File: src/rtl/uart_rx_pkt.sv
// uart_rx_pkt: bus-side consumer of uart_rx. Polls the uart_rx control
// register, pops bytes from its rx FIFO and parses framed packets
// [SYNC, LEN, LEN payload bytes, CHK]. CHK is XOR of LEN and the payload.
// Good payloads are replayed as a valid/ready byte stream. Bad packets are
// dropped and reported with a one-cycle error pulse.
// Ports:
//   clk, reset (async, active-low)
//   rx_addr/rx_rden/rx_wren/rx_din -> uart_rx register port
//     (3'b111 control, 3'b101 rx_reg)
//   rx_dout <- uart_rx read data (combinational read)
//   pkt_data/pkt_valid/pkt_last/pkt_ready -> payload stream
//   pkt_err/err_code -> error pulse and code
//     (1 frame, 2 length, 3 checksum, 4 timeout, 5 overrun)
//   busy -> a packet is in progress or draining
module uart_rx_pkt #(
  parameter int unsigned MAX_LEN = 16,
  parameter logic [7:0]  SYNC    = 8'hA5,
  parameter int unsigned TIMEOUT = 50000
) (
  input  logic       clk,
  input  logic       reset,
  output logic [2:0] rx_addr,
  output logic       rx_rden,
  output logic       rx_wren,
  output logic [7:0] rx_din,
  input  logic [8:0] rx_dout,
  output logic [7:0] pkt_data,
  output logic       pkt_valid,
  output logic       pkt_last,
  input  logic       pkt_ready,
  output logic       pkt_err,
  output logic [2:0] err_code,
  output logic       busy
);

  localparam int unsigned IW      = (MAX_LEN > 1) ? $clog2(MAX_LEN) : 1;
  localparam logic [7:0]  MAX_B   = 8'(MAX_LEN);
  localparam logic [15:0] TO_LAST = 16'(TIMEOUT - 1);

  typedef enum logic [2:0] {
    S_INIT, S_POLL, S_POP, S_CAPTURE, S_SETTLE, S_DRAIN, S_RECOVER
  } bus_t;
  typedef enum logic [1:0] {P_HUNT, P_LEN, P_PAYLOAD, P_CHK} prs_t;

  bus_t        state_q, state_d;
  prs_t        pstate_q, pstate_d;
  logic        armed_q;
  logic [1:0]  cnt_q, cnt_d;
  logic [7:0]  len_q, len_d;
  logic [7:0]  idx_q, idx_d;
  logic [7:0]  chk_q, chk_d;
  logic [7:0]  didx_q, didx_d;
  logic [15:0] tcnt_q, tcnt_d;
  logic        done_q, done_d;
  logic        err_d;
  logic [2:0]  code_d;
  logic        timed_out;
  logic        buf_we;
  logic [7:0]  pbuf [MAX_LEN];

  always_ff @(posedge clk or negedge reset) begin
    if (!reset) begin
      state_q  <= S_INIT;
      pstate_q <= P_HUNT;
      armed_q  <= 1'b0;
      cnt_q    <= '0;
      len_q    <= '0;
      idx_q    <= '0;
      chk_q    <= '0;
      didx_q   <= '0;
      tcnt_q   <= '0;
      done_q   <= 1'b0;
      pkt_err  <= 1'b0;
      err_code <= '0;
    end else begin
      state_q  <= state_d;
      pstate_q <= pstate_d;
      armed_q  <= 1'b1;
      cnt_q    <= cnt_d;
      len_q    <= len_d;
      idx_q    <= idx_d;
      chk_q    <= chk_d;
      didx_q   <= didx_d;
      tcnt_q   <= tcnt_d;
      done_q   <= done_d;
      pkt_err  <= err_d;
      err_code <= code_d;
    end
  end

  // Payload storage is never reset: a reset abandons it and done_q gates reuse.
  always_ff @(posedge clk) begin
    if (buf_we) pbuf[idx_q[IW-1:0]] <= rx_dout[7:0];
  end

  always_comb begin
    state_d  = state_q;
    pstate_d = pstate_q;
    cnt_d    = cnt_q;
    len_d    = len_q;
    idx_d    = idx_q;
    chk_d    = chk_q;
    didx_d   = didx_q;
    done_d   = done_q;
    tcnt_d   = '0;
    err_d    = 1'b0;
    code_d   = err_code;
    buf_we   = 1'b0;
    rx_addr  = 3'b111;
    rx_rden  = 1'b0;
    rx_wren  = 1'b0;
    rx_din   = '0;

    // Inter-byte timeout; a completed packet waiting to drain is exempt.
    timed_out = 1'b0;
    if (pstate_q != P_HUNT && !done_q) begin
      if (tcnt_q == TO_LAST) timed_out = 1'b1;
      else tcnt_d = tcnt_q + 16'd1;
    end
    if (timed_out) begin
      pstate_d = P_HUNT;
      err_d    = 1'b1;
      code_d   = 3'd4;
    end

    case (state_q)
      // armed_q holds INIT idle for the first cycle so outputs stay 0 in reset.
      S_INIT: begin
        if (armed_q) begin
          rx_wren = 1'b1;
          rx_din  = 8'h01;
          state_d = S_POLL;
        end
      end
      S_POLL: begin
        rx_rden = 1'b1;
        if (rx_dout[2]) begin
          state_d  = S_RECOVER;
          cnt_d    = '0;
          pstate_d = P_HUNT;
          done_d   = 1'b0;
          err_d    = 1'b1;
          code_d   = 3'd5;
        end else if (rx_dout[1]) begin
          state_d = S_POP;
        end
      end
      S_POP: begin
        rx_rden = 1'b1;
        rx_addr = 3'b101;
        state_d = S_CAPTURE;
      end
      S_CAPTURE: begin
        rx_addr = 3'b101;
        tcnt_d  = '0;
        state_d = S_SETTLE;
        cnt_d   = '0;
        if (rx_dout[8]) begin
          pstate_d = P_HUNT;
          err_d    = 1'b1;
          code_d   = 3'd1;
        end else if (!timed_out) begin
          case (pstate_q)
            P_HUNT: if (rx_dout[7:0] == SYNC) pstate_d = P_LEN;
            P_LEN: begin
              if (rx_dout[7:0] == 8'd0 || rx_dout[7:0] > MAX_B) begin
                pstate_d = P_HUNT;
                err_d    = 1'b1;
                code_d   = 3'd2;
              end else begin
                len_d    = rx_dout[7:0];
                chk_d    = rx_dout[7:0];
                idx_d    = '0;
                pstate_d = P_PAYLOAD;
              end
            end
            P_PAYLOAD: begin
              buf_we = 1'b1;
              chk_d  = chk_q ^ rx_dout[7:0];
              idx_d  = idx_q + 8'd1;
              if (idx_q + 8'd1 == len_q) pstate_d = P_CHK;
            end
            default: begin
              if (rx_dout[7:0] == chk_q) begin
                done_d = 1'b1;
              end else begin
                pstate_d = P_HUNT;
                err_d    = 1'b1;
                code_d   = 3'd3;
              end
            end
          endcase
        end
      end
      S_SETTLE: begin
        cnt_d = cnt_q + 2'd1;
        if (cnt_q == 2'd1) begin
          state_d = done_q ? S_DRAIN : S_POLL;
          didx_d  = '0;
        end
      end
      S_DRAIN: begin
        if (pkt_ready) begin
          if (didx_q == len_q - 8'd1) begin
            state_d  = S_POLL;
            pstate_d = P_HUNT;
            done_d   = 1'b0;
          end else begin
            didx_d = didx_q + 8'd1;
          end
        end
      end
      default: begin
        // RECOVER: drop RXEN, hold it off two cycles, then re-enable.
        cnt_d = cnt_q + 2'd1;
        if (cnt_q == 2'd0) begin
          rx_wren = 1'b1;
          rx_din  = 8'h00;
        end else if (cnt_q == 2'd3) begin
          rx_wren = 1'b1;
          rx_din  = 8'h01;
          state_d = S_POLL;
        end
      end
    endcase
  end

  assign pkt_valid = (state_q == S_DRAIN);
  assign pkt_data  = pkt_valid ? pbuf[didx_q[IW-1:0]] : '0;
  assign pkt_last  = pkt_valid && (didx_q == len_q - 8'd1);
  assign busy      = (pstate_q != P_HUNT);

endmodule
File: config.mk
export PLATFORM = sky130hd
export DESIGN_NAME = uart_rx_pkt
export DESIGN_NICKNAME = d
export VERILOG_FILES = /design/src/rtl/uart_rx_pkt.sv
export SDC_FILE = /design/constraint.sdc
export NUM_CORES = 1
export LEC_CHECK = 0
export BUFFER_PORTS_ARGS = -buffer_cell sky130_fd_sc_hd__buf_2
export CORE_ASPECT_RATIO = 0.9
export CORE_MARGIN = 5
export CORE_UTILIZATION = 50
export CTS_BUF_LIST = sky130_fd_sc_hd__clkbuf_8
export DETAILED_ROUTE_END_ITERATION = 8
export PLACE_DENSITY = 0.65
export SYNTH_ARGS = -nofsm -noshare
export SYNTH_HDL_FRONTEND = slang
export SYNTH_SLANG_ARGS = --single-unit
File: constraint.sdc
create_clock -name clk -period 3.1 [get_ports clk]
set_clock_uncertainty 0.2 [all_clocks]
set_input_delay 0.155 -clock clk [delete_from_list [all_inputs] [get_ports clk]]
set_output_delay 0.155 -clock clk [all_outputs]
set_load 0.05 [all_outputs]
## Word-level counts from Yosys, hierarchy flattened

Memory sizes are Yosys's and may differ from the RTL's.
Cells that the tools add are included.
W data, S select, Z words.

- Add/subtract/negate cells: 5
- Order comparisons: 1
- Equal/unequal tests: 27
- Mux-type cells: 78
- Bitwise operators: 5
- Reductions and logical operators: 25

Operator list:

| operator | number |
|---|---|
| $mux W16 | 3 |
| $mux W8 | 6 |
| $pmux W8 S2 | 3 |
| $mux W3 | 15 |
| $mux W1 | 28 |
| $eq A8 B8 Y1 | 3 |
| $mux W2 | 12 |
| $ne A2 B2 Y1 const B | 9 |
| $pmux W2 S3 | 3 |
| $pmux W3 S6 | 1 |
| $add A16 B1 Y16 const B | 1 |
| $add A8 B1 Y8 const B | 2 |
| $eq A16 B16 Y1 const B | 1 |
| $pmux W3 S2 | 2 |
| $reduce_and A5 Y1 | 2 |
| $eq A8 B8 Y1 const B | 1 |
| $gt A8 B5 Y1 const B | 1 |
| $logic_not A8 Y1 | 1 |
| $pmux W1 S2 | 4 |
| $reduce_and A8 Y1 | 1 |
| $sub A8 B1 Y8 const B | 1 |
| $xor A8 B8 Y8 | 1 |
| $ne A7 B2 Y1 const B | 1 |
| $reduce_and A7 Y1 | 1 |
| 23 further kinds | 38 |

- Register bits after elaboration: 61
- Bits in writable memories: 128
- Input port bits: 12
- Output and inout bits: 28
- Word-level logic and storage cells: 154
- Memories: 1

Memory list:

| name | words | bits a word | read ports | clocked after memory_dff | wr ports | RTL line | source |
|---|---|---|---|---|---|---|---|
| pbuf | 16 | 8 | 1 | 0 | 1 | 59 | `logic [7:0] pbuf [MAX_LEN];` |

## Longest topological paths before layout

- Depth after elaboration: 9
- Depth in mapped cells: 9
- Mapped depth without buffers: 8

## Least setup slack after synthesis

OpenSTA, ideal clock, no wires.

- Path type: reg2reg
- Start point: reg len_q[0]
- End point: reg didx_q[0]
- Setup time: 0.128 ns
- Arrival time: 2.539 ns
- Required time: 2.772 ns
- Path slack: 0.233 ns
- Stages on the path, launching flop included: 9
- Buffers on the path: 0
- Clock period less this slack: 2.867 ns
- Cells stage by stage: dfrtp_1 -> inv_1 -> ha_1 -> or3b_4 -> or4_1 -> a2111oi_1 -> o2111a_2 -> nand2b_2 -> mux2_1

- Longest elaborated chain between the ends: 4

RTL lines:

| what | RTL line | source |
|---|---|---|
| start, declared | 49 | `logic [7:0] len_q, len_d;` |
| start signal, assigned | 80 | `len_q <= len_d;` |
| $sub A8 B1 Y8 | 204 | `if (didx_q == len_q - 8'd1) begin` |
| $eq A8 B8 Y1 | 204 |  |
| $ne A2 B2 Y1 (no line) | n/a |  |
| $reduce_and A4 Y1 (no line) | n/a |  |
| end signal, assigned | 83 | `didx_q <= didx_d;` |
| end, declared | 52 | `logic [7:0] didx_q, didx_d;` |

No other way between the ends.
A chain may end at the register's enable or synchronous reset.

## Worst setup path after layout

- Start point: reg len_q[1]
- End point: out pkt_last

- Longest elaborated chain between the ends: 3

RTL lines:

| what | RTL line | source |
|---|---|---|
| $sub A8 B1 Y8 | 230 | `assign pkt_last = pkt_valid && (didx_q == len_q - 8'd1);` |
| $eq A8 B8 Y1 | 230 |  |
| $logic_and A1 B1 Y1 | 230 |  |
| end, declared | 29 | `output logic pkt_last,` |

No other way between the ends.

==> implementation parameters <==
Parameter                              Value

Clock network
  Htree depth ... 4
  Maximum clock insertion buffer count ... 2
  Total CTS buffers ... 17
  Count of clock tree sinks ... roughly 190
  Clock input transition at the sequential cells of the worst setup and hold paths ... 0.10 ns
  Insertion delay of the later-clocked pin in the worst-skew pair ... 0.47 ns
  Root cell of the clock tree ... sky130_fd_sc_hd__clkbuf_8
  CTS tree ... yes

Synth
  Top-area cell type share of the netlist area ... about 43%
  Instance count of the mapped netlist ... ~660
  Share of synthesized area occupied by flip-flops and latches ... between 60% and 70%
  Cell taking the most area after synthesis ... sky130_fd_sc_hd__edfxtp_1
  Post-synthesis instance area ... about 0.009 sq mm
  Flop and latch count out of synthesis ... around 190
  Number of library cell types mapped by synthesis ... 67
  Ranking of synthesized cells by area ... sky130_fd_sc_hd__edfxtp_1 (43%), sky130_fd_sc_hd__dfrtp_1 (17%), sky130_fd_sc_hd__mux4_2 (10%), sky130_fd_sc_hd__xor2_1 (2.3%), sky130_fd_sc_hd__nor2_1 (2.0%)
  Most frequently used flop master after synthesis ... sky130_fd_sc_hd__edfxtp_1
  Post-Syn Area per Cell ... about 13 sq um
  Ys async rst share ... 32.3%
  Post-synth EDFFs ... 128
  Yosys warns ... 0

Setup path
  CP max FO ... 2
  Cell with the most instances on the worst path ... sky130_fd_sc_hd__buf_12
  Crit path arrival time ... 2.76 ns
  Critical path's slowest cell ... sky130_fd_sc_hd__or4_4
  Stage delay of the slowest cell on the critical path ... 0.45 ns
  Setup crit end kind ... output pin
  Kind of launch point of the worst setup path ... flip-flop
  Worst endpoint required time ... 2.74 ns
  Worst Setup Path Type ... reg2out
  Critical path buffers and inverters ... 3
  Critical path's top delay family ... simple AND/OR/NAND/NOR gates
  Cells along the critical path ... inv_2 -> ha_4 -> or3b_4 -> or4_4 -> a2111oi_4 -> o2111a_2 -> buf_12 -> buf_12

Floorplan
  Height of the die ... about 140 um
  Number of primary I/O pins ... 40
  Die area ... 0.0205 sq mm
  Initial Util ... roughly half
  Area of the core ... 0.0175 sq mm
  Floorplan row count ... 46
  Width of the die ... about 150 um

Timing
  Fmax ... 0.321 GHz
  RSZ-0062 raised after global routing ... true
  Post-Route Hold Slack ... 0.162 ns
  Max-slew violation count ... 0
  Relative max-transition margin ... around half
  Transition time of the tightest slew-check pin ... around 0.76 ns
  Setup Viol. Count Final ... 1
  Endpoints failing hold ... 0
  Fraction of the cycle the final worst path needs ... 100%
  Worst-case setup margin in the final layout ... -0.0108 ns
  Post-layout min period ... a little over 3 ns
  Total negative slack ... -0.0108 ns

Pwr
  Overall power of the completed layout ... 6.18 mW
  Maximum resistive drop on vdd ... 0.274 mV
  Leak ... 3.60 nW
  Total power density per cell area ... a little over 600 mW/mm^2

Global route
  Number of global-route vias before repair ... 5,328
  Antenna violations before repair ... 0
  Largest net degree at the start of global routing ... 49
  Overflow after GRT ... 0
  Overall routing resource usage ... between 15 and 20%
  First-pass GRT wire length ... 30.1 mm

Status
  Failing checks ... setup timing
  Status ... finished with violations

Cells and area
  Ratio of cells with drive above 1 in the final layout ... 20.1%
  Number of nets in the layout ... 736
  Fillcell total ... 1,417
  Most frequent cells in the layout ... sky130_fd_sc_hd__edfxtp_1 (128), sky130_fd_sc_hd__dfrtp_1 (60), sky130_fd_sc_hd__nor2_1 (47)
  Area growth from synthesis to layout ... 12.2%
  Most frequent standard cell in the layout excluding fill and tap cells ... sky130_fd_sc_hd__edfxtp_1
  Diodes inserted ... 0

Route
  Detailed-route DRC error count ... 0
  Per-cell via count in the routed design ... about 5.7
  Per-cell routed wire length ... 19.7 um
  Number of routed nets with antenna violations ... 0
  1st-iter DRT viols ... 426
  Detailed-route wire length ... around 19 mm
  First-pass iteration count of the detailed router ... 5
  Vias ... around 5,600

Placed design
  Input/output buffers ... 30
  HPWL after detailed placement ... approximately 13 mm
  Placer Congestion ... 0.833

Worst hold path
  Type of the worst min-delay path ... in2async

Run
  Max-cap violations ... 0
-- cells by family after synthesis --
family / synth area share [%]
buffers and inverters: 3.46
XOR/XNOR: 3.66
flip-flops: 60.7
AND/OR/NAND/NOR: 12.6
multiplexers: 10.9
other: 0.0849
AO/OA/AOI/OAI: 7.16
adder cells (fa/ha/maj): 1.41
-- metrics by stage --
| step | util, % | cell area [sq um] | worst slack [ns] | std cells |
|---|---|---|---|---|
| after floorplan | - | 8880 | 0.233 | 666 |
| after CTS | 56.6 | 9910 | -0.0432 | 965 |
| final | 56.7 | 9920 | -0.0108 | 967 |
| after global placement | 53.2 | 9310 | 0.173 | 915 |
| after detailed placement | 53.2 | 9310 | 0.123 | 915 |
| after global routing | 56.7 | 9920 | -0.0926 | 967 |
-- Yosys cell counts (all sizes together), types with 9 or more instances --
library cell	number
inv	23
xor2	23
dfrtp	61
xnor2	14
nand2b	9
nor2	47
mux4	40
clkbuf	26
ha	10
o311ai	9
o21ai	37
and3	12
edfxtp	128
a21oi	21
nand2	28
nand3	26
and2	25
nand4	12
buf	17
nor3	13
-- per-layer routing --
layer	global-route usage, %	vias to the layer above	share of wire [%]
li1	-	2584	-
met1	28.0	2805	44
met2	31.4	152	50
met3	4.37	18	4.9
met4	4.32	0	1.1
met5	0	-	0
-- power breakdown --
group | switching (mW) | internal (mW)
registers | 0.104 | 2.77
logic | 1.04 | 0.752
clock network | 0.936 | 0.582
-- tightest hold or removal path, cell delays in order --
cell	delay, ns
sky130_fd_sc_hd__dlygate4sd3_1	0.52
sky130_fd_sc_hd__buf_2	0.13
sky130_fd_sc_hd__buf_4	0.50
-- timing repair --
item / CTS / global route
pin swaps: 4 / 2
resized for setup: 11 / 1
hold buffers: 11 / 1
buffers inserted: 6 / 1
gates cloned: 1 / 0
hold endpoints to repair: 152 / 3
endpoints found under the setup margin: 8 / 8
-- state kept, by name, summed over array words and instances, names as in the netlist --
signal / flops
chk_q: 8
done_q: 1
len_q: 8
idx_q: 8
state_q: 3
cnt_q: 2
didx_q: 8
pbuf: 128
tcnt_q: 16
err_code: 3
pstate_q: 2
armed_q: 1
pkt_err: 1
-- layout make-up --
type | instances | area (sq um) | share of cell area [%]
Multi-Input combinational cell | 411 | 3230 | 32.6
Sequential cell | 189 | 5370 | 54.1
Tap cell | 240 | 300 | 3.03
Clock inverter | 15 | 129 | 1.30
Clock buffer | 17 | 234 | 2.36
Inverter | 23 | 86.3 | 0.870
Timing Repair Buffer | 72 | 568 | 5.72
-- worst paths after layout --
| kind | from | cells past startpoint | slack [ns] | endpoint |
|---|---|---|---|---|
| min in group clk | idx_q[7] | 1 | 0.32 | idx_q[7] |
| max in group asynchronous | reset | 3 | 1.70 | didx_q[0] |
| setup / recovery | len_q[1] | 8 | -0.01 | pkt_last |
| setup reg to reg | len_q[1] | 11 | 0.09 | didx_q[5] |
| hold reg to reg | idx_q[7] | 1 | 0.32 | idx_q[7] |
| hold / removal | reset | 3 | 0.16 | armed_q |
(Power assumes the default switching activity.)
